<file path="config.mk">
export PLATFORM = sky130hd
export DESIGN_NAME = temp_update_ctrl
export DESIGN_NICKNAME = d
export VERILOG_FILES = /design/src/rtl/temp_ctrl_pkg.sv /design/src/rtl/temp_update_ctrl_bcd_serial.sv /design/src/rtl/temp_update_ctrl.sv
export SDC_FILE = /design/constraint.sdc
export NUM_CORES = 1
export LEC_CHECK = 0
export CORE_MARGIN = 2
export CORE_UTILIZATION = 39
export DETAILED_ROUTE_END_ITERATION = 10
export GPL_TIMING_DRIVEN = 0
export PLACE_DENSITY = 0.63
export SYNTH_ARGS = -nofsm -noshare
export SYNTH_HDL_FRONTEND = slang
export SYNTH_HIERARCHICAL = 1
export SYNTH_SLANG_ARGS = --single-unit
</file>
<file path="constraint.sdc">
create_clock -name clk -period 2.65 [get_ports clk]
set_clock_uncertainty 0.1 [all_clocks]
set_input_delay 0.53 -clock clk [delete_from_list [all_inputs] [get_ports clk]]
set_output_delay 0.53 -clock clk [all_outputs]
set_load 0.02 [all_outputs]
</file>
<file path="src/rtl/temp_ctrl_pkg.sv">
// Shared types and constants for the temperature display update sequencer.
// Holds the FSM state encoding, datapath widths and the BCD add-3 helper.
package temp_ctrl_pkg;

    localparam int TC_W     = 13;
    localparam int MAG_W    = 13;
    localparam int BCD_W    = 16;
    localparam int BCD_ITER = 13;

    localparam logic [3:0] BLANK_DIGIT = 4'hF;

    typedef enum logic [2:0] {
        IDLE,
        SETTLE,
        CONVERT,
        LOAD,
        GAP
    } state_e;

    // Double-dabble correction: any nibble of 5 or more gets 3 added before the shift.
    function automatic logic [BCD_W-1:0] bcd_adjust(input logic [BCD_W-1:0] acc);
        logic [BCD_W-1:0] res;
        res = acc;
        for (int n = 0; n < BCD_W / 4; n++) begin
            if (acc[4*n +: 4] >= 4'd5) begin
                res[4*n +: 4] = acc[4*n +: 4] + 4'd3;
            end
        end
        return res;
    endfunction

endpackage

</file>
<file path="src/rtl/temp_update_ctrl_bcd_serial.sv">
// Serial shift-add-3 binary to BCD converter, one bit per cycle.
// start_i loads the magnitude; done_o is high during the final iteration cycle.
module bcd_serial
    import temp_ctrl_pkg::*;
(
    input  logic             clk,
    input  logic             rst,
    input  logic             start_i,
    input  logic [MAG_W-1:0] bin_i,
    output logic             done_o,
    output logic [BCD_W-1:0] bcd_o
);

    localparam int ITER_W = $clog2(BCD_ITER);
    localparam logic [ITER_W-1:0] ITER_LAST = ITER_W'(BCD_ITER - 1);

    logic [MAG_W-1:0]  shift_q, shift_d;
    logic [BCD_W-1:0]  acc_q, acc_d;
    logic [ITER_W-1:0] iter_q, iter_d;
    logic              active_q, active_d;
    logic [BCD_W-1:0]  acc_adj;

    assign acc_adj = bcd_adjust(acc_q);

    always_comb begin
        shift_d  = shift_q;
        acc_d    = acc_q;
        iter_d   = iter_q;
        active_d = active_q;
        if (start_i) begin
            shift_d  = bin_i;
            acc_d    = '0;
            iter_d   = '0;
            active_d = 1'b1;
        end else if (active_q) begin
            acc_d   = {acc_adj[BCD_W-2:0], shift_q[MAG_W-1]};
            shift_d = {shift_q[MAG_W-2:0], 1'b0};
            iter_d  = iter_q + 1'b1;
            if (iter_q == ITER_LAST) begin
                active_d = 1'b0;
            end
        end
    end

    always_ff @(posedge clk) begin
        if (rst) begin
            shift_q  <= '0;
            acc_q    <= '0;
            iter_q   <= '0;
            active_q <= 1'b0;
        end else begin
            shift_q  <= shift_d;
            acc_q    <= acc_d;
            iter_q   <= iter_d;
            active_q <= active_d;
        end
    end

    assign done_o = active_q && (iter_q == ITER_LAST);
    assign bcd_o  = acc_q;

endmodule

</file>
<file path="src/rtl/temp_update_ctrl.sv">
// Update sequencer for the temperature display: holds inputs, converts to BCD, publishes digits.
// Define TEMP_BLANK_LZ_EN to blank leading-zero digits above ones with BLANK_DIGIT.
module temp_update_ctrl
    import temp_ctrl_pkg::*;
#(
    parameter int SETTLE_CYC = 2,
    parameter int MIN_GAP    = 1000000
) (
    input  logic            clk,
    input  logic            rst,
    input  logic [TC_W-1:0] tc,
    input  logic            tc_valid,
    input  logic            c_f,
    output logic [TC_W-1:0] tc_hold,
    output logic            cf_hold,
    input  logic            dp_sign,
    input  logic [MAG_W-1:0] dp_mag_r,
    output logic            sign,
    output logic [3:0]      ones,
    output logic [3:0]      tens,
    output logic [3:0]      hund,
    output logic [3:0]      thou,
    output logic            busy,
    output logic            upd_done
);

    localparam int GAP_W = $clog2(MIN_GAP + 1);
    localparam int SET_W = $clog2(SETTLE_CYC + 1);
    localparam logic [GAP_W-1:0] GAP_LOAD    = GAP_W'(MIN_GAP);
    localparam logic [SET_W-1:0] SETTLE_LAST = SET_W'(SETTLE_CYC - 1);

    state_e            state_q, state_d;
    logic [TC_W-1:0]   tc_stage_q, tc_stage_d;
    logic              stage_vld_q, stage_vld_d;
    logic              pending_q, pending_d;
    logic [TC_W-1:0]   tc_hold_q, tc_hold_d;
    logic              cf_hold_q, cf_hold_d;
    logic [GAP_W-1:0]  gap_q, gap_d;
    logic [SET_W-1:0]  settle_q, settle_d;
    logic              sgn_q, sgn_d;
    logic              sign_q, sign_d;
    logic [3:0]        ones_q, ones_d;
    logic [3:0]        tens_q, tens_d;
    logic [3:0]        hund_q, hund_d;
    logic [3:0]        thou_q, thou_d;
    logic              upd_done_q, upd_done_d;

    logic              cf_change;
    logic              settle_last;
    logic              bcd_start;
    logic              bcd_done;
    logic [BCD_W-1:0]  bcd_val;

    assign cf_change   = (c_f != cf_hold_q);
    assign settle_last = (settle_q == SETTLE_LAST);
    assign bcd_start   = (state_q == SETTLE) && settle_last;

    bcd_serial u_bcd (
        .clk     (clk),
        .rst     (rst),
        .start_i (bcd_start),
        .bin_i   (dp_mag_r),
        .done_o  (bcd_done),
        .bcd_o   (bcd_val)
    );

    always_comb begin
        state_d     = state_q;
        tc_stage_d  = tc_stage_q;
        stage_vld_d = stage_vld_q;
        pending_d   = pending_q;
        tc_hold_d   = tc_hold_q;
        cf_hold_d   = cf_hold_q;
        gap_d       = (gap_q != '0) ? gap_q - 1'b1 : gap_q;
        settle_d    = settle_q;
        sgn_d       = sgn_q;
        sign_d      = sign_q;
        ones_d      = ones_q;
        tens_d      = tens_q;
        hund_d      = hund_q;
        thou_d      = thou_q;
        upd_done_d  = 1'b0;

        if (tc_valid) begin
            tc_stage_d  = tc;
            stage_vld_d = 1'b1;
            pending_d   = 1'b1;
        end
        if ((state_q != IDLE) && cf_change) begin
            pending_d = 1'b1;
        end

        case (state_q)
            IDLE: begin
                // A c_f change alone reuses the existing tc_hold sample.
                if (pending_q || tc_valid || cf_change) begin
                    if (tc_valid) begin
                        tc_hold_d = tc;
                    end else if (stage_vld_q) begin
                        tc_hold_d = tc_stage_q;
                    end
                    cf_hold_d   = c_f;
                    pending_d   = 1'b0;
                    stage_vld_d = 1'b0;
                    gap_d       = GAP_LOAD;
                    settle_d    = '0;
                    state_d     = SETTLE;
                end
            end
            SETTLE: begin
                if (settle_last) begin
                    sgn_d   = dp_sign && (dp_mag_r != '0);
                    state_d = CONVERT;
                end else begin
                    settle_d = settle_q + 1'b1;
                end
            end
            CONVERT: begin
                if (bcd_done) begin
                    state_d = LOAD;
                end
            end
            LOAD: begin
                sign_d = sgn_q;
                ones_d = bcd_val[3:0];
`ifdef TEMP_BLANK_LZ_EN
                thou_d = (bcd_val[15:12] == 4'd0) ? BLANK_DIGIT : bcd_val[15:12];
                hund_d = (bcd_val[15:8]  == 8'd0) ? BLANK_DIGIT : bcd_val[11:8];
                tens_d = (bcd_val[15:4]  == 12'd0) ? BLANK_DIGIT : bcd_val[7:4];
`else
                thou_d = bcd_val[15:12];
                hund_d = bcd_val[11:8];
                tens_d = bcd_val[7:4];
`endif
                upd_done_d = 1'b1;
                state_d    = GAP;
            end
            GAP: begin
                if ((gap_q == '0) || (gap_q == GAP_W'(1))) begin
                    state_d = IDLE;
                end
            end
            default: begin
                state_d = IDLE;
            end
        endcase
    end

    always_ff @(posedge clk) begin
        if (rst) begin
            state_q     <= IDLE;
            tc_stage_q  <= '0;
            stage_vld_q <= 1'b0;
            pending_q   <= 1'b0;
            tc_hold_q   <= '0;
            cf_hold_q   <= 1'b0;
            gap_q       <= '0;
            settle_q    <= '0;
            sgn_q       <= 1'b0;
            sign_q      <= 1'b0;
            ones_q      <= 4'd0;
            tens_q      <= 4'd0;
            hund_q      <= 4'd0;
            thou_q      <= 4'd0;
            upd_done_q  <= 1'b0;
        end else begin
            state_q     <= state_d;
            tc_stage_q  <= tc_stage_d;
            stage_vld_q <= stage_vld_d;
            pending_q   <= pending_d;
            tc_hold_q   <= tc_hold_d;
            cf_hold_q   <= cf_hold_d;
            gap_q       <= gap_d;
            settle_q    <= settle_d;
            sgn_q       <= sgn_d;
            sign_q      <= sign_d;
            ones_q      <= ones_d;
            tens_q      <= tens_d;
            hund_q      <= hund_d;
            thou_q      <= thou_d;
            upd_done_q  <= upd_done_d;
        end
    end

    assign tc_hold  = tc_hold_q;
    assign cf_hold  = cf_hold_q;
    assign sign     = sign_q;
    assign ones     = ones_q;
    assign tens     = tens_q;
    assign hund     = hund_q;
    assign thou     = thou_q;
    assign busy     = (state_q != IDLE);
    assign upd_done = upd_done_q;

endmodule

</file>
==> results_dict.tcl, run 1 <==
set metrics [dict create \
    die_x_um 115.3 \
    numCtsBuffers 9 \
    status "finished clean" \
    syn_nets 596 \
    worst_setup_path_start_kind "register" \
    synth_cell_type_count 51 \
    syn_area_um2 4833 \
    routed.top_layer "met4" \
    fillers 1164 \
    cts_buffer_depth 2 \
    synth_top_area_cell "dfxtp_1" \
    drt-met1-wl_um 5359 \
    die-area_um2 13300 \
    crit_chain "clkbuf_1 > nor3_4 > inv_1 > clkdlybuf4s50_1" \
    drtPass1Iterations 4 \
    antenna_found_initial 0 \
    grt-ovfl-total 0 \
    drv_cap 0 \
    clkLatencyLatePin_ps 350 \
    peakVddDrop_mv 0.4319 \
    placed_area_um2 5664 \
    timing.final.hold_violations 0 \
    power_density_nw_per_um2 731.4 \
    drive_gt1_share_pct 7.790 \
    area_delta_synth_final_pct 23.27 \
    crit_required_ps 2020 \
    synthTopCellsByArea "dfxtp_1, mux2i_1, nor2_1, nand2_1, a21oi_1" \
    drc 0 \
    p_leak_nw 2.102 \
    die_h_um 115.3 \
    fin_nets 669 \
    wire_per_inst_um 13.84 \
    dp_hpwl_um 7943 \
    grt_usage_pct 17.43 \
    max_stage_delay_ps 630 \
    cts_tree "yes" \
    root_buffer "clkbuf_16" \
    crit_arrival_ps 1860 \
    path_clk_slew_ps 70 \
    wirelength_um 11030 \
    async_reset_ff_share_pct 0 \
    hp-class "reg -> reg" \
    finalSetupViolations 0 \
    dp.cells 781 \
    grt_pass1_wl_um 18420 \
    worst_pin_slew_ps 837.3 \
    slew-limit-headroom_pct 43.85 \
    syn_area_per_cell_um2 8.772 \
    grt_pass1_vias 3863 \
    drv_slew 0 \
    avgViaCountPerCell 5.144 \
    yosys_warnings 6 \
    min_period_ps 2485 \
    drtIter0Drc 221 \
    final_cell_area_um2 5958 \
    post-cts-setup-buffer-count 0 \
    htree_num_levels 3 \
    placementRows 40 \
    critPathMaxFanout 8 \
    vias 4100 \
    ant_nets 0 \
    post-route-period-util_pct 93.79 \
    core-area_um2 12060 \
    timing.hold.ws_ps 355.1 \
    placement.io_buffers 62 \
    seq_area_frac_synth_pct 44.32 \
    gp_congestion 0.8139 \
    antenna_cells 0 \
    ys_seq_elements 107 \
    slowest_stage "clkdlybuf4s50_1" \
    met2_length_um 5105 \
    syn_inst 551 \
    num_io_pins 64 \
    critical_path_class "reg -> out" \
    clock-sinks 107 \
    synth-edff-count 0 \
    start_util_pct 40.07 \
    synth_top_flop_cell "dfxtp_1" \
    end_kind "output pin" \
    synth_top_area_share_pct 44.32 \
    place_ws_ps -216.0 \
    grt_max_degree 19 \
    max_freq_mhz 402.4 \
    fin_cells 797 \
    wl_met3_um 376 \
    fin_ws_ps 164.7 \
]
final timing paths:
check                                 from         endpoint  slack, ps  depth (start not counted)
worst min register to register     ones[3]          ones[3]        360                          2
worst max-delay path            state_q[0]             busy        160                          4
worst max register to register  state_q[0]  u_bcd/bcd_o[10]        220                          8
worst min-delay path               ones[3]          ones[3]        360                          2
worst max-delay path, delay by kind of cell (launching register included):
| family | cells | cell delay [ps] |
|---|---|---|
| and+or+nand+nor | 1 | 120 |
| DFF | 1 | 310 |
| buffers and inverters | 3 | 1080 |
per-stage QoR:
step | setup TNS [ps] | util, % | power, mW
finish | 0 | 49.40 | 4.358
detailed placement | -4072 | 46.96 | 3.089
CTS | 0 | 49.35 | 4.404
global placement | -3237 | 46.96 | 3.060
floorplan | 0 | - | 2.749
global route | -5.520 | 49.40 | 4.635
layout by cell type (no fill, tap or decap), drive strengths merged, types with 16 or more instances in the layout:
cell type and n:
nor3 16, clkdlybuf4s50 62, o21ai 19, a21oi 37, mux2i 30, nor2 78
clkbuf 31, inv 20, dfxtp 107, nand2 53
cell usage after synthesis, drive strengths merged (3+ instances only):
master  count
nor2b       5
buf        12
o21ai      19
nand3b      5
a211oi     14
mux2       12
or3         7
nand2      53
nand3      14
o21a        5
inv        18
or4         6
nor2       78
a31oi       9
a21oi      37
clkbuf     20
dfxtp     107
xnor2       5
or2         3
nor4        6
nand2b     10
ha         14
a2111o      6
nand4       4
mux2i      30
nor3       16
or3b        4
o211ai      6
xor2       10
what timing repair did:
action / CTS / global route
hold buffers: 0 / 0
resized for setup: 0 / 1
endpoints found under the setup margin: 0 / 1
area by class of cell:
type                            instances  area, um2  share of cell area, %
Clock buffer                           11      242.7                  4.074
Clock inverter                          5      45.04                 0.7560
Timing Repair Buffer                   62      620.6                  10.42
Sequential cell                       107       2142                  35.95
Buffer                                 32      151.4                  2.541
Multi-Input combinational cell        394       2479                  41.60
Inverter                               18      67.56                  1.134
Tap cell                              168      210.2                  3.528
report_power, final:
part / switching (mW) / internal, mW / total (mW)
registers: 0.132 / 1.77 / 1.90
logic: 0.651 / 0.506 / 1.16
clock network: 0.623 / 0.678 / 1.30
state kept, by name (all words and copies together), names as in the netlist, 13 cells and up:
signal and count:
gap_q 20, tc_hold 13, tc_stage_q 13, u_bcd/bcd_o 16
u_bcd/shift_q 13
per-layer routing:
layer | vias to the layer above | global-route usage [%]
li1 | 2078 | -
met1 | 1929 | 23.72
met2 | 83 | 26.82
met3 | 10 | 2.899
met5 | - | 0
met4 | 0 | 8.514
logic make-up after synthesis:
group / after synthesis / share of synthesized area (%)
AND/OR/NAND/NOR: 219 / 21.98
AO/OA/AOI/OAI: 104 / 13.82
XOR/XNOR: 15 / 2.718
adder cells (fa/ha/maj): 14 / 3.624
flip-flops: 107 / 44.32
buffers and inverters: 50 / 4.530
multiplexers: 42 / 9.009
Note: power is estimated with default switching activity, not from simulation.
==> run 2: changes to the inputs <==
- CORE_ASPECT_RATIO: not set -> 1.25
==> run 2 against run 1 <==
  * Register-to-register slack better by 30 ps
  * Global-route usage is 0.076 points lower
  * Flip-flop and latch count stayed put
  * Sequential share of layout area hardly changed
  * First-iteration DRC count is 28% lower
  * Total power is 0.55% lower
  * Hold slack worse by 0.55 ps
  * Largest cell class unchanged
  * Non-clock buffer count stayed put
  * Final area is 0.10% lower
  * Die area hardly changed
  * Combinational power hardly changed
==> results_dict.tcl, run 2 (same netlist as run 1, synthesis figures left out) <==
set metrics [dict create \
    status "finished clean" \
    drv_slew 0 \
    multi_input_area_um2 2487 \
    vias 4112 \
    dp_hpwl_um 8267 \
    rsz0062_at_grt "false" \
    antenna_found_initial 0 \
    hp-start "thou[2]" \
    die_h_um 128.5 \
    placement.io_buffers 62 \
    area_delta_synth_final_pct 23.14 \
    critPathMaxFanout 8 \
    place_ws_ps -226.4 \
    fin_cells 792 \
    htree_num_levels 3 \
    slew-limit-headroom_pct 49.58 \
    drc 0 \
    dp.cells 777 \
    largest_register "gap_q" \
    final_common_cell "dfxtp_1" \
    cts_tree "yes" \
    ff2ff_path_depth 8 \
    root_buffer "clkbuf_16" \
    grt_pass1_wl_um 18870 \
    final_cell_mix "dfxtp_1, nor2_1, clkdlybuf4s50_1" \
    end_kind "output pin" \
    r2r-end "u_bcd/bcd_o[13]" \
    hold-path-endpoint "thou[2]" \
    r2r_setup_slack_ps 250 \
    timing.final.hold_violations 0 \
    max_freq_mhz 399.6 \
    avgViaCountPerCell 5.192 \
    fin_ws_ps 147.5 \
    path_clk_slew_ps 70 \
    placementRows 45 \
    drtPass1Iterations 5 \
    drtIter0Drc 159 \
    ant_nets 0 \
    crit_required_ps 2020 \
    peakVddDrop_mv 0.3214 \
    p_leak_nw 2.094 \
    die-area_um2 13310 \
    fillers 1178 \
    min_period_ps 2502 \
    post-route-period-util_pct 94.43 \
    power_density_nw_per_um2 728.1 \
    wire_per_inst_um 14.32 \
    start_util_pct 39.93 \
    grt_max_degree 19 \
    drive_gt1_share_pct 7.803 \
    die_x_um 103.6 \
    wirelength_um 11340 \
    clock-sinks 107 \
    hp-class "reg -> reg" \
    grt_pass1_vias 4028 \
    clkLatencyLatePin_ps 350 \
    finalSetupViolations 0 \
    worst_setup_path_start_kind "register" \
    fin_nets 669 \
    drv_cap 0 \
    grt-ovfl-total 0 \
    r2r-start "state_q[0]" \
    cts_buffer_depth 2 \
    whs_path_depth 2 \
    worst_pin_slew_ps 756.3 \
    core-area_um2 12110 \
    largest_reg_flops 20 \
    grt_usage_pct 17.35 \
    antenna_cells 0 \
    crit_arrival_ps 1870 \
    critical_path_class "reg -> out" \
    num_io_pins 64 \
    seq_area_um2 2142 \
    numCtsBuffers 9 \
    post-cts-setup-buffer-count 0 \
    gp_congestion 0.8272 \
]
==> run 2: per-layer routing <==
layer / wire [um] / share of wire, % / up-vias / GRT usage, %
met3: 365 / 3.2 / 6 / 2.837
met4: 100 / 0.88 / 0 / 7.075
met2: 5954 / 53 / 77 / 31.79
met5: 0 / 0 / - / 0
met1: 4918 / 43 / 1962 / 20.29
li1: - / - / 2067 / -
==> run 2: how the worst max path moves through the flow <==
stage | startpoint | to | slack (ps)
2_1_floorplan | state_q[0] | u_bcd/bcd_o[13] | 570
3_3_place_gp | c_f | tc_hold[0] | -200
3_5_place_dp | c_f | tc_hold[10] | -230
4_1_cts | state_q[0] | busy | 110
5_1_grt | state_q[1] | u_bcd/bcd_o[4] | 50
6_report | state_q[0] | busy | 150
==> run 2: stage by stage <==
step / hold WS [ps] / area [um2] / power, mW / utilization [%] / TNS (ps)
floorplan: 328.4 / 4833 / 2.749 / - / 0
global placement: 346.1 / 5659 / 3.065 / 46.75 / -3698
detailed placement: 349.4 / 5659 / 3.100 / 46.75 / -4154
CTS: 359.0 / 5937 / 4.366 / 49.04 / 0
global route: 381.8 / 5952 / 4.597 / 49.17 / 0
finish: 354.5 / 5952 / 4.334 / 49.17 / 0
==> run 2: cell type report <==
cell class              count  share of cell area [%]
multi-input cells         394                   41.79
flip-flops and latches    107                   35.99
repair buffers             62                   10.43
clock buffers               9                   3.784
well taps                 164                   3.448
plain buffers              32                   2.544
inverters                  18                   1.135
clock inverters             6                  0.8829
==> run 2: report_power, final <==
part / leakage, nW / total [mW] / switching [mW] / internal (mW)
Sequential: 0.873 / 1.90 / 0.135 / 1.77
Clock: 0.130 / 1.26 / 0.614 / 0.644
Combinational: 1.09 / 1.17 / 0.664 / 0.509
==> run 2: worst max-delay path, cell delays in order, from the launching register on <==
cell             delay [ps]
dfxtp_1                 300
clkbuf_1                200
nor3_4                  350
inv_1                   130
clkdlybuf4s50_1         550
==> run 2: what timing repair did <==
item / in CTS / in global routing
endpoints found under the setup margin: 0 / 9
gates resized for setup: 0 / 2
hold buffers: 0 / 0
hold endpoints to repair: 0 / 0
